<file path="config.mk">
export PLATFORM = sky130hd
export DESIGN_NAME = fft_bitrev_streamer
export DESIGN_NICKNAME = d
export VERILOG_FILES = /design/src/rtl/fft_pkg.sv /design/src/rtl/fft_frame_bank.sv /design/src/rtl/fft_bitrev_streamer.sv
export SDC_FILE = /design/constraint.sdc
export NUM_CORES = 1
export LEC_CHECK = 0
export ABC_AREA = 0
export ABC_CLOCK_PERIOD_IN_PS = 14950
export CELL_PAD_IN_SITES_DETAIL_PLACEMENT = 0
export CELL_PAD_IN_SITES_GLOBAL_PLACEMENT = 1
export CORE_MARGIN = 4
export CORE_UTILIZATION = 39
export CTS_CLUSTER_DIAMETER = 30
export CTS_CLUSTER_SIZE = 30
export DETAILED_ROUTE_END_ITERATION = 10
export GPL_ROUTABILITY_DRIVEN = 0
export GPL_TIMING_DRIVEN = 0
export HOLD_SLACK_MARGIN = 0.08
export PLACE_DENSITY = 0.66
export REMOVE_ABC_BUFFERS = 1
export SYNTH_ARGS = -nofsm -noshare
export SYNTH_HDL_FRONTEND = slang
export SYNTH_HIERARCHICAL = 1
export SYNTH_SLANG_ARGS = --single-unit
</file>
<file path="constraint.sdc">
create_clock -name clk_i -period 14.95 [get_ports clk_i]
set_clock_uncertainty 0.2 [all_clocks]
set_input_delay 2.99 -clock clk_i [delete_from_list [all_inputs] [get_ports clk_i]]
set_output_delay 2.99 -clock clk_i [all_outputs]
set_load 0.01 [all_outputs]
</file>
<file path="src/rtl/fft_pkg.sv">
// Shared FFT types and helpers: complex sample, frame of POINT_FFT samples, bit reversal.
package fft_pkg;

    localparam int unsigned FFT_POW2      = 4;
    localparam int unsigned FFT_FRAC_BITS = 15;
    localparam int unsigned POINT_FFT     = 1 << FFT_POW2;

    // [0] = Re, [1] = Im, each signed Q1.FFT_FRAC_BITS
    typedef logic signed [1:0][FFT_FRAC_BITS:0] cplx_t;
    typedef cplx_t frame_t [POINT_FFT];

    // Reverse the low pow2 bits of idx; upper bits return zero.
    function automatic logic [15:0] bitrev(input logic [15:0] idx, input int unsigned pow2);
        logic [15:0] r;
        r = '0;
        for (int unsigned i = 0; i < 16; i++) begin
            if (i < pow2) begin
                r[i] = idx[4'(pow2 - 1 - i)];
            end
        end
        return r;
    endfunction

endpackage

</file>
<file path="src/rtl/fft_frame_bank.sv">
// One frame of complex samples: whole-frame write, single indexed combinational read.
module fft_frame_bank
    import fft_pkg::*;
#(
    parameter int unsigned POW2      = FFT_POW2,
    parameter int unsigned FRAC_BITS = FFT_FRAC_BITS
) (
    input  logic                          clk_i,
    input  logic                          we_i,
    input  logic signed [1:0][FRAC_BITS:0] wdata_i [1 << POW2],
    input  logic [POW2-1:0]               raddr_i,
    output logic signed [1:0][FRAC_BITS:0] rdata_c_o
);

    localparam int unsigned DEPTH = 1 << POW2;

    logic signed [1:0][FRAC_BITS:0] mem_q [DEPTH];
    logic signed [1:0][FRAC_BITS:0] mem_d [DEPTH];

    always_comb begin
        mem_d = mem_q;
        if (we_i) begin
            mem_d = wdata_i;
        end
    end

    // Contents are deliberately left unreset; validity is tracked by the owner.
    always_ff @(posedge clk_i) begin
        mem_q <= mem_d;
    end

    assign rdata_c_o = mem_q[raddr_i];

endmodule

</file>
<file path="src/rtl/fft_bitrev_streamer.sv">
// Captures bit-reversed FFT frames into a ping-pong buffer and streams them out in
// natural bin order, one sample per cycle over valid/ready.
module fft_bitrev_streamer
    import fft_pkg::*;
#(
    parameter int unsigned POINT_FFT_POW2 = FFT_POW2,
    parameter int unsigned FRAC_BITS      = FFT_FRAC_BITS,
    parameter bit          BITREV_EN      = 1'b1
) (
    input  logic                           clk_i,
    input  logic                           rst_i,
    input  logic signed [1:0][FRAC_BITS:0] frame_i [1 << POINT_FFT_POW2],
    input  logic                           frame_valid_i,
    output logic                           frame_ready_o,
    output logic signed [1:0][FRAC_BITS:0] sample_o,
    output logic [POINT_FFT_POW2-1:0]      sample_idx_o,
    output logic                           sample_valid_o,
    input  logic                           sample_ready_i,
    output logic                           sample_last_o
);

    localparam int unsigned N_PTS = 1 << POINT_FFT_POW2;
    localparam int unsigned IW    = POINT_FFT_POW2;

    typedef enum logic {ST_EMPTY, ST_STREAM} state_e;

    state_e                         state_q, state_d;
    logic                           wr_bank_q, wr_bank_d;
    logic                           rd_bank_q, rd_bank_d;
    logic [1:0]                     full_cnt_q, full_cnt_d;
    logic [IW-1:0]                  rd_idx_q, rd_idx_d;
    logic                           frame_ready_q, frame_ready_d;
    logic signed [1:0][FRAC_BITS:0] sample_q, sample_d;
    logic                           last_q, last_d;

    logic                           accept;
    logic                           beat;
    logic                           last_beat;
    logic                           bypass;
    logic [IW-1:0]                  raddr;
    logic [1:0]                     bank_we;
    logic signed [1:0][FRAC_BITS:0] rdata [2];

    for (genvar b = 0; b < 2; b++) begin : g_bank
        fft_frame_bank #(
            .POW2      (POINT_FFT_POW2),
            .FRAC_BITS (FRAC_BITS)
        ) u_bank (
            .clk_i     (clk_i),
            .we_i      (bank_we[b]),
            .wdata_i   (frame_i),
            .raddr_i   (raddr),
            .rdata_c_o (rdata[b])
        );
    end

    // Output registers are loaded from next-state, so the read uses post-edge bank/index.
    // A frame landing in the bank being read this edge is forwarded straight from frame_i.
    always_comb begin
        accept        = frame_valid_i & frame_ready_q;
        beat          = (state_q == ST_STREAM) & sample_ready_i;
        last_beat     = beat & (rd_idx_q == IW'(N_PTS - 1));
        wr_bank_d     = wr_bank_q ^ accept;
        rd_bank_d     = rd_bank_q ^ last_beat;
        rd_idx_d      = beat ? rd_idx_q + IW'(1) : rd_idx_q;
        full_cnt_d    = full_cnt_q + 2'(accept) - 2'(last_beat);
        state_d       = (full_cnt_d != 2'd0) ? ST_STREAM : ST_EMPTY;
        frame_ready_d = (full_cnt_d != 2'd2);
        raddr         = BITREV_EN ? IW'(bitrev(16'(rd_idx_d), POINT_FFT_POW2)) : rd_idx_d;
        bypass        = accept & (wr_bank_q == rd_bank_d);
        bank_we       = {accept & wr_bank_q, accept & ~wr_bank_q};
        sample_d      = '0;
        last_d        = 1'b0;
        if (state_d == ST_STREAM) begin
            sample_d = bypass ? frame_i[raddr] : rdata[rd_bank_d];
            last_d   = (rd_idx_d == IW'(N_PTS - 1));
        end
    end

    always_ff @(posedge clk_i or posedge rst_i) begin
        if (rst_i) begin
            state_q       <= ST_EMPTY;
            wr_bank_q     <= 1'b0;
            rd_bank_q     <= 1'b0;
            full_cnt_q    <= 2'd0;
            rd_idx_q      <= '0;
            frame_ready_q <= 1'b1;
            sample_q      <= '0;
            last_q        <= 1'b0;
        end else begin
            state_q       <= state_d;
            wr_bank_q     <= wr_bank_d;
            rd_bank_q     <= rd_bank_d;
            full_cnt_q    <= full_cnt_d;
            rd_idx_q      <= rd_idx_d;
            frame_ready_q <= frame_ready_d;
            sample_q      <= sample_d;
            last_q        <= last_d;
        end
    end

    assign frame_ready_o  = frame_ready_q;
    assign sample_valid_o = (state_q == ST_STREAM);
    assign sample_o       = sample_q;
    assign sample_idx_o   = rd_idx_q;
    assign sample_last_o  = last_q;

endmodule

</file>
==> impl_metrics.py <==
metrics = {
    "worst_hold_path": {
        "worstHoldStart": "full_cnt_q[0]$_DFF_PP0_",
        "min_path_cells": 1,
        "min_to": "full_cnt_q[0]$_DFF_PP0_",
        "hold_path_class": "register to register",
    },
    "synthesis": {
        "yosysSeqAreaShare_pct": 70.4,
        "async_flop_share_pct": 4.03,
        "avgSynthCellArea_um2": 18.8,
        "synth.largest_area_cell": "edfxtp_1",
        "syn_inst": 2399,
        "yosys_register_bits": 1067,
        "synth.distinct_cells": 47,
        "synth_edf_count": 1024,
        "ys.flop_type": "edfxtp_1",
        "syn_area_mm2": 0.0452,
        "synthDominantCellAreaShare_pct": 68.0,
        "ys.warnings.count": 6,
        "synth_area_leaders": "edfxtp_1, mux4_2, a32oi_1",
    },
    "sta": {
        "slew_viol_final": 0,
        "setup_tns_ps": 0,
        "period_share_pct": 52.7,
        "holdWs_ps": 339,
        "layout_min_cycle_time_ps": 7880,
        "slew_headroom_pct": 31.3,
        "rsz0062_at_grt": "no",
        "setup_violations": 0,
        "max_freq_mhz": 127,
        "tightest_slew_ps": 1030,
        "hold_viol_final": 0,
    },
    "global_routing": {
        "grt_max_degree": 91,
        "grt.total_usage_pct": 23.5,
        "grt_pass1_vias": 30100,
        "grt_pass1_wl_um": 208000,
        "antenna_found_initial": 43,
        "gr-total-overflow": 0,
    },
    "setup_path": {
        "path_class": "input pin to register",
        "crit_chain": "clkdlybuf4s50_1 -> and4_1 -> nand3_4 -> nand2_8 -> buf_16 -> buf_16 -> buf_16 -> mux4_2 -> a22oi_1 -> nand2_1 -> mux2_2 -> o21ai_0 -> a211oi_2",
        "arrival_ps": 8330,
        "worstPathRequired_ps": 15390,
        "cp_slowest_stage_delay_ps": 710,
        "crit_path_max_fanout": 75,
        "crit_path_start_kind": "input pin",
        "worstRegToRegCells": 12,
        "reg2reg_setup_slack_ps": 9340,
        "r2r-start": "sample_idx_o[2]$_DFF_PP0_",
        "cpMostUsedCell": "buf_16",
        "timing.rr.end": "sample_o[30]$_DFF_PP0_",
        "critPathSlowestCell": "nand2_8",
        "end_kind": "register",
    },
    "placement": {
        "dp_cells": 4334,
        "hpwl_um": 95100,
        "port_buffers": 554,
    },
    "status": {
        "status": "finished clean",
    },
    "clocking": {
        "cts.clk_slew.worst_paths_ps": 40,
        "clock-root-buffer": "clkbuf_16",
        "cts-hold-fix-buffers": 0,
        "cts.sinks": 1067,
        "h-tree-depth": 4,
        "cts_tree": "done",
        "cts_made_buffers": 227,
        "clock_latency_ps": 770,
        "post_cts_buffers": 0,
        "ctsLongestPathBuffers": 3,
        "postCtsResizedCells": 0,
    },
    "finish": {
        "syn2layout_area_growth_pct": 36.0,
        "finalNetCount": 3572,
        "drive_above_1_share_pct": 25.8,
        "layout.cells.non_filler": 4789,
        "post-route-util_pct": 53.6,
    },
    "pwr": {
        "powerDensity_mw_per_mm2": 235,
        "p_total_mw": 14.5,
        "swShare_pct": 33.1,
        "p_switching_mw": 4.79,
        "p_leak_nw": 20.4,
        "combPwrFrac_pct": 36.0,
        "p_int_mw": 9.67,
        "clock_power_share_pct": 34.9,
        "seqPwrFrac_pct": 29.1,
        "ir_drop_mv": 0.203,
    },
    "routing": {
        "drcViolationCount": 0,
        "ant_nets": 0,
        "wire_per_inst_um": 30.3,
        "totalWireLength_um": 145000,
        "vias": 28000,
        "drtPass1Iterations": 7,
        "drt_iter0_markers": 2755,
        "vias_per_cell": 5.85,
    },
    "die": {
        "io_pins": 555,
        "design.core.area_mm2": 0.115,
        "dieWidth_um": 348,
        "dieHeight_um": 348,
        "start_util_pct": 39.4,
        "dieArea_mm2": 0.121,
        "rows": 124,
    },
    "job": {
        "drv_cap": 0,
    },
}
==> cell type report <==
| class | count | area (um2) |
|---|---|---|
| Sequential cell | 1067 | 31800 |
| Clock inverter | 163 | 1960 |
| Fill cell | 8880 | 53200 |
| Multi-Input combinational cell | 1118 | 12600 |
| Timing Repair Buffer | 628 | 7150 |
| Clock buffer | 266 | 5970 |
| Inverter | 9 | 41.3 |
| Antenna cell | 26 | 65.1 |
| Tap cell | 1512 | 1890 |
==> layer usage <==
layer	up-vias	GRT usage, %	wire length [um]
met5	-	0	236
met4	36	8.19	3610
met3	275	7.15	13600
met2	1387	38.8	71800
met1	14600	29.7	55900
li1	11700	-	-
==> registers in the layout, summed over array words and instances, names as in the netlist <==
register             cells
full_cnt_q               2
sample_valid_o           1
sample_o                32
frame_ready_o            1
sample_last_o            1
g_bank.u_bank/mem_q   1024
sample_idx_o             4
rd_bank_q                1
wr_bank_q                1
==> critical path, delay by kind of cell <==
kind / cells / cell delay [ps]
mux: 2 / 850
compound gates: 3 / 560
simple gates: 4 / 1620
buf+inv: 4 / 2050
==> cells in the mapped netlist, drive strengths merged, types with 2 or more instances <==
master  count
a211oi     32
mux4      288
dfrtp      42
mux2i      64
inv         8
buf        87
nor2        5
clkbuf    118
nand2b      3
o221a      32
a21oi      36
and2        5
a22oi     128
ha          5
nand2     103
a32oi     128
nor2b       4
xnor2       4
nand3      69
o21ai     164
edfxtp   1024
or2         2
mux2       32
==> worst max-delay path by stage <==
stage / startpoint / endpoint / slack, ps / cells past startpoint
6_report: sample_ready_i / sample_o[30]$_DFF_PP0_ / 7070 / 13
5_1_grt: sample_ready_i / sample_o[28]$_DFF_PP0_ / 6570 / 13
4_1_cts: sample_ready_i / sample_o[30]$_DFF_PP0_ / 6970 / 13
3_5_place_dp: sample_ready_i / sample_o[28]$_DFF_PP0_ / 6150 / 13
3_3_place_gp: sample_ready_i / sample_o[21]$_DFF_PP0_ / -22540 / 10
2_1_floorplan: sample_ready_i / sample_o[10]$_DFF_PP0_ / -6450 / 9
==> power by group through the flow <==
stage	combinational (mW)	clock, mW	sequential (mW)
finish	5.20	5.05	4.21
global route	5.50	5.29	4.25
CTS	5.23	5.12	4.21
detailed placement	5.19	0	4.26
global placement	5.89	0	4.81
floorplan	3.83	0	4.60
==> per-stage QoR <==
stage | setup slack (ps) | area (um2)
final | 7070 | 61500
after global routing | 6570 | 61500
after CTS | 6970 | 61400
after detailed placement | 6150 | 53500
after global placement | -22540 | 51700
after floorplan | -6450 | 44200
==> cells in the final DEF (no fill, tap or decap), types with 4 or more instances in the layout <==
cell / Yosys / layout
edfxtp_1: 1024 / 1024
clkdlybuf4s50_1: 0 / 554
mux4_2: 288 / 288
clkbuf_16: 0 / 229
o21ai_0: 161 / 161
a32oi_1: 128 / 128
a22oi_1: 128 / 128
nand2_1: 102 / 99
nand3_1: 69 / 68
mux2i_1: 64 / 64
dfrtp_1: 42 / 42
a21oi_1: 36 / 34
clkinv_2: 0 / 33
mux2_2: 32 / 32
bufinv_16: 0 / 31
buf_16: 0 / 31
o221a_1: 30 / 30
a211oi_2: 30 / 30
clkinvlp_4: 0 / 28
clkbuf_1: 117 / 27
buf_12: 0 / 27
diode_2: 0 / 26
clkinv_4: 0 / 26
clkinv_1: 1 / 21
inv_6: 0 / 14
clkbuf_8: 0 / 10
buf_8: 0 / 8
inv_1: 8 / 7
clkinv_8: 0 / 7
buf_6: 10 / 7
and2_4: 0 / 4
clkinv_16: 0 / 4
nor2b_4: 0 / 4
==> cell families (layout without fill, tap and decap cells) <==
| logic type | Yosys count | in the layout | share of synthesized area (%) |
|---|---|---|---|
| flops | 1067 | 1067 | 70.4 |
| xor+xnor | 5 | 5 | 0.0968 |
| buf+inv | 214 | 1066 | 2.24 |
| simple gates | 200 | 200 | 2.02 |
| other cells | 0 | 26 | 0 |
| compound gates | 524 | 524 | 8.56 |
| fa+ha+maj | 5 | 5 | 0.138 |
| mux | 384 | 384 | 16.6 |
(Power assumes the default switching activity.)
==> edit (same flow settings) <==
`sample_q` no longer has a reset.
--- a/src/rtl/fft_bitrev_streamer.sv
+++ b/src/rtl/fft_bitrev_streamer.sv
@@ -85,7 +85,6 @@
             full_cnt_q    <= 2'd0;
             rd_idx_q      <= '0;
             frame_ready_q <= 1'b1;
-            sample_q      <= '0;
             last_q        <= 1'b0;
         end else begin
             state_q       <= state_d;
@@ -94,9 +93,12 @@
             full_cnt_q    <= full_cnt_d;
             rd_idx_q      <= rd_idx_d;
             frame_ready_q <= frame_ready_d;
-            sample_q      <= sample_d;
             last_q        <= last_d;
         end
+    end
+
+    always_ff @(posedge clk_i) begin
+        sample_q <= sample_d;
     end
 
     assign frame_ready_o  = frame_ready_q;
Function: changed (a bounded check fails within 4 cycles, from zero or initial values and one cycle with rst_i high).
==> edit against the original RTL <==
  * Count of clock-buffer cells in the layout is 10 higher
  * Wire length is 0.95% higher
  * Sequential cell count stayed put
  * Highest routed layer unchanged
  * Critical endpoint is now sample_o[3]
  * Largest power group unchanged
  * Synthesized area is 0.56% higher
  * Setup slack worse by 390 ps
  * Power is 2.6% higher
  * Design area is 0.80% higher
==> edit: results (changes against the original RTL) <==
[clock_tree]
clkLatencyLatePin_ps = 820  ; +50 ps
cts_made_buffers = 227  ; unchanged
post_cts_buffers = 0  ; unchanged
clock_path_buffers = 3  ; unchanged
path_clk_slew_ps = 50

[global_route]
grt_pass1_vias = 30257  ; +0.47%
grt_max_degree = 111  ; +22%
antenna_found_initial = 47  ; +9.3%
grt_pass1_wl_um = 210000  ; +0.90%
grt_use_met1_pct = 29.0  ; -0.77 points
track_usage_pct = 23.7  ; +0.22 points
met3_usage_pct = 6.76  ; -0.39 points
use_met2_pct = 40.8  ; +2.0 points

[worst_setup_path]
reg2reg_slack_ps = 8720  ; -620 ps
rr_worst_depth = 13  ; +1
rr_endpoint = sample_o[3]
crit_arrival_ps = 8740  ; +410 ps
cpMaxStageDelayCell = and4_4
cp_slowest_stage_delay_ps = 730  ; +20 ps

[routing]
drt-met1-wl_um = 55400  ; -0.77%
drt_iter0_drc = 2715  ; -1.5%
wl_met3_um = 12200  ; -10%
wl_met2_um = 75200  ; +4.7%
firstDrtPassIters = 5  ; -2
wl_per_cell_um = 29.8  ; -1.6%
vias = 28050  ; +0.16%

[placement]
place_area_mm2 = 0.0539  ; +0.80%
pre_cts_slack_ps = 5860  ; -290 ps

[power]
p_leak_nw = 21.0  ; +2.8%
vdd_drop_max_uv = 178  ; -12%

[synth]
synth_compound_area_share_pct = 7.01  ; -1.5 points
yosys-top-cells-count = edfxtp_1 (1024), mux4_2 (288), nand2_1 (160)
async_flop_share_pct = 1.03  ; -3.0 points
synth_fa_ha_area_share_pct = 0.138  ; -0.00078 points
synth-xor-area-share_pct = 0.146  ; +0.049 points
ys_types = 46  ; -2.1%
synthMuxAreaShare_pct = 17.2  ; +0.60 points
synth.area.top_cells = edfxtp_1 (68%), mux4_2 (14%), a22oi_1 (2.6%)
ys_seq_area_share_pct = 69.6  ; -0.75 points

[timing]
period_minus_slack_ps = 8280  ; +394 ps
relSlewSlack_pct = 8.68  ; -23 points

[min_path]
min-delay-start = full_cnt_q[0]

[outcome]
run_status = completed

[final_layout]
fin_nets = 3682  ; +3.1%
drive_gt1_share_pct = 25.0  ; -0.88 points

-- edit: cell types whose count changed after synthesis, sizes merged, moves of 33 or more --
cell,before,now
o21ai,164,95
nand2b,3,58
a32oi,128,0
a21oi,36,0
a31oi,0,56
o22a,0,33
nand2,103,160
-- edit: stage by stage --
stage	instances	utilization (%)	hold WS, ps
2_1_floorplan	2299	-	289
4_1_cts	4885	53.4	335
3_3_place_gp	4377	44.8	304
6_report	4915	53.5	328
3_5_place_dp	4456	46.5	326
5_1_grt	4896	53.4	354
-- edit: power breakdown --
group          switching, mW  internal (mW)  total [mW]
Combinational           3.11           2.41        5.52
Clock                   1.68           3.41        5.09
Sequential             0.190           4.04        4.23
Total                   4.98           9.86        14.8
-- edit: final cells by class --
type                       instances  area, um^2
tap                             1524        1910
clock buffer                     276        6060
inverter                          12        60.1
fill                            9095       53900
antenna                           30        75.1
clock inverter                   153        1920
timing repair buffer             633        7310
multi-input combinational       1220       13000
sequential                      1067       31700
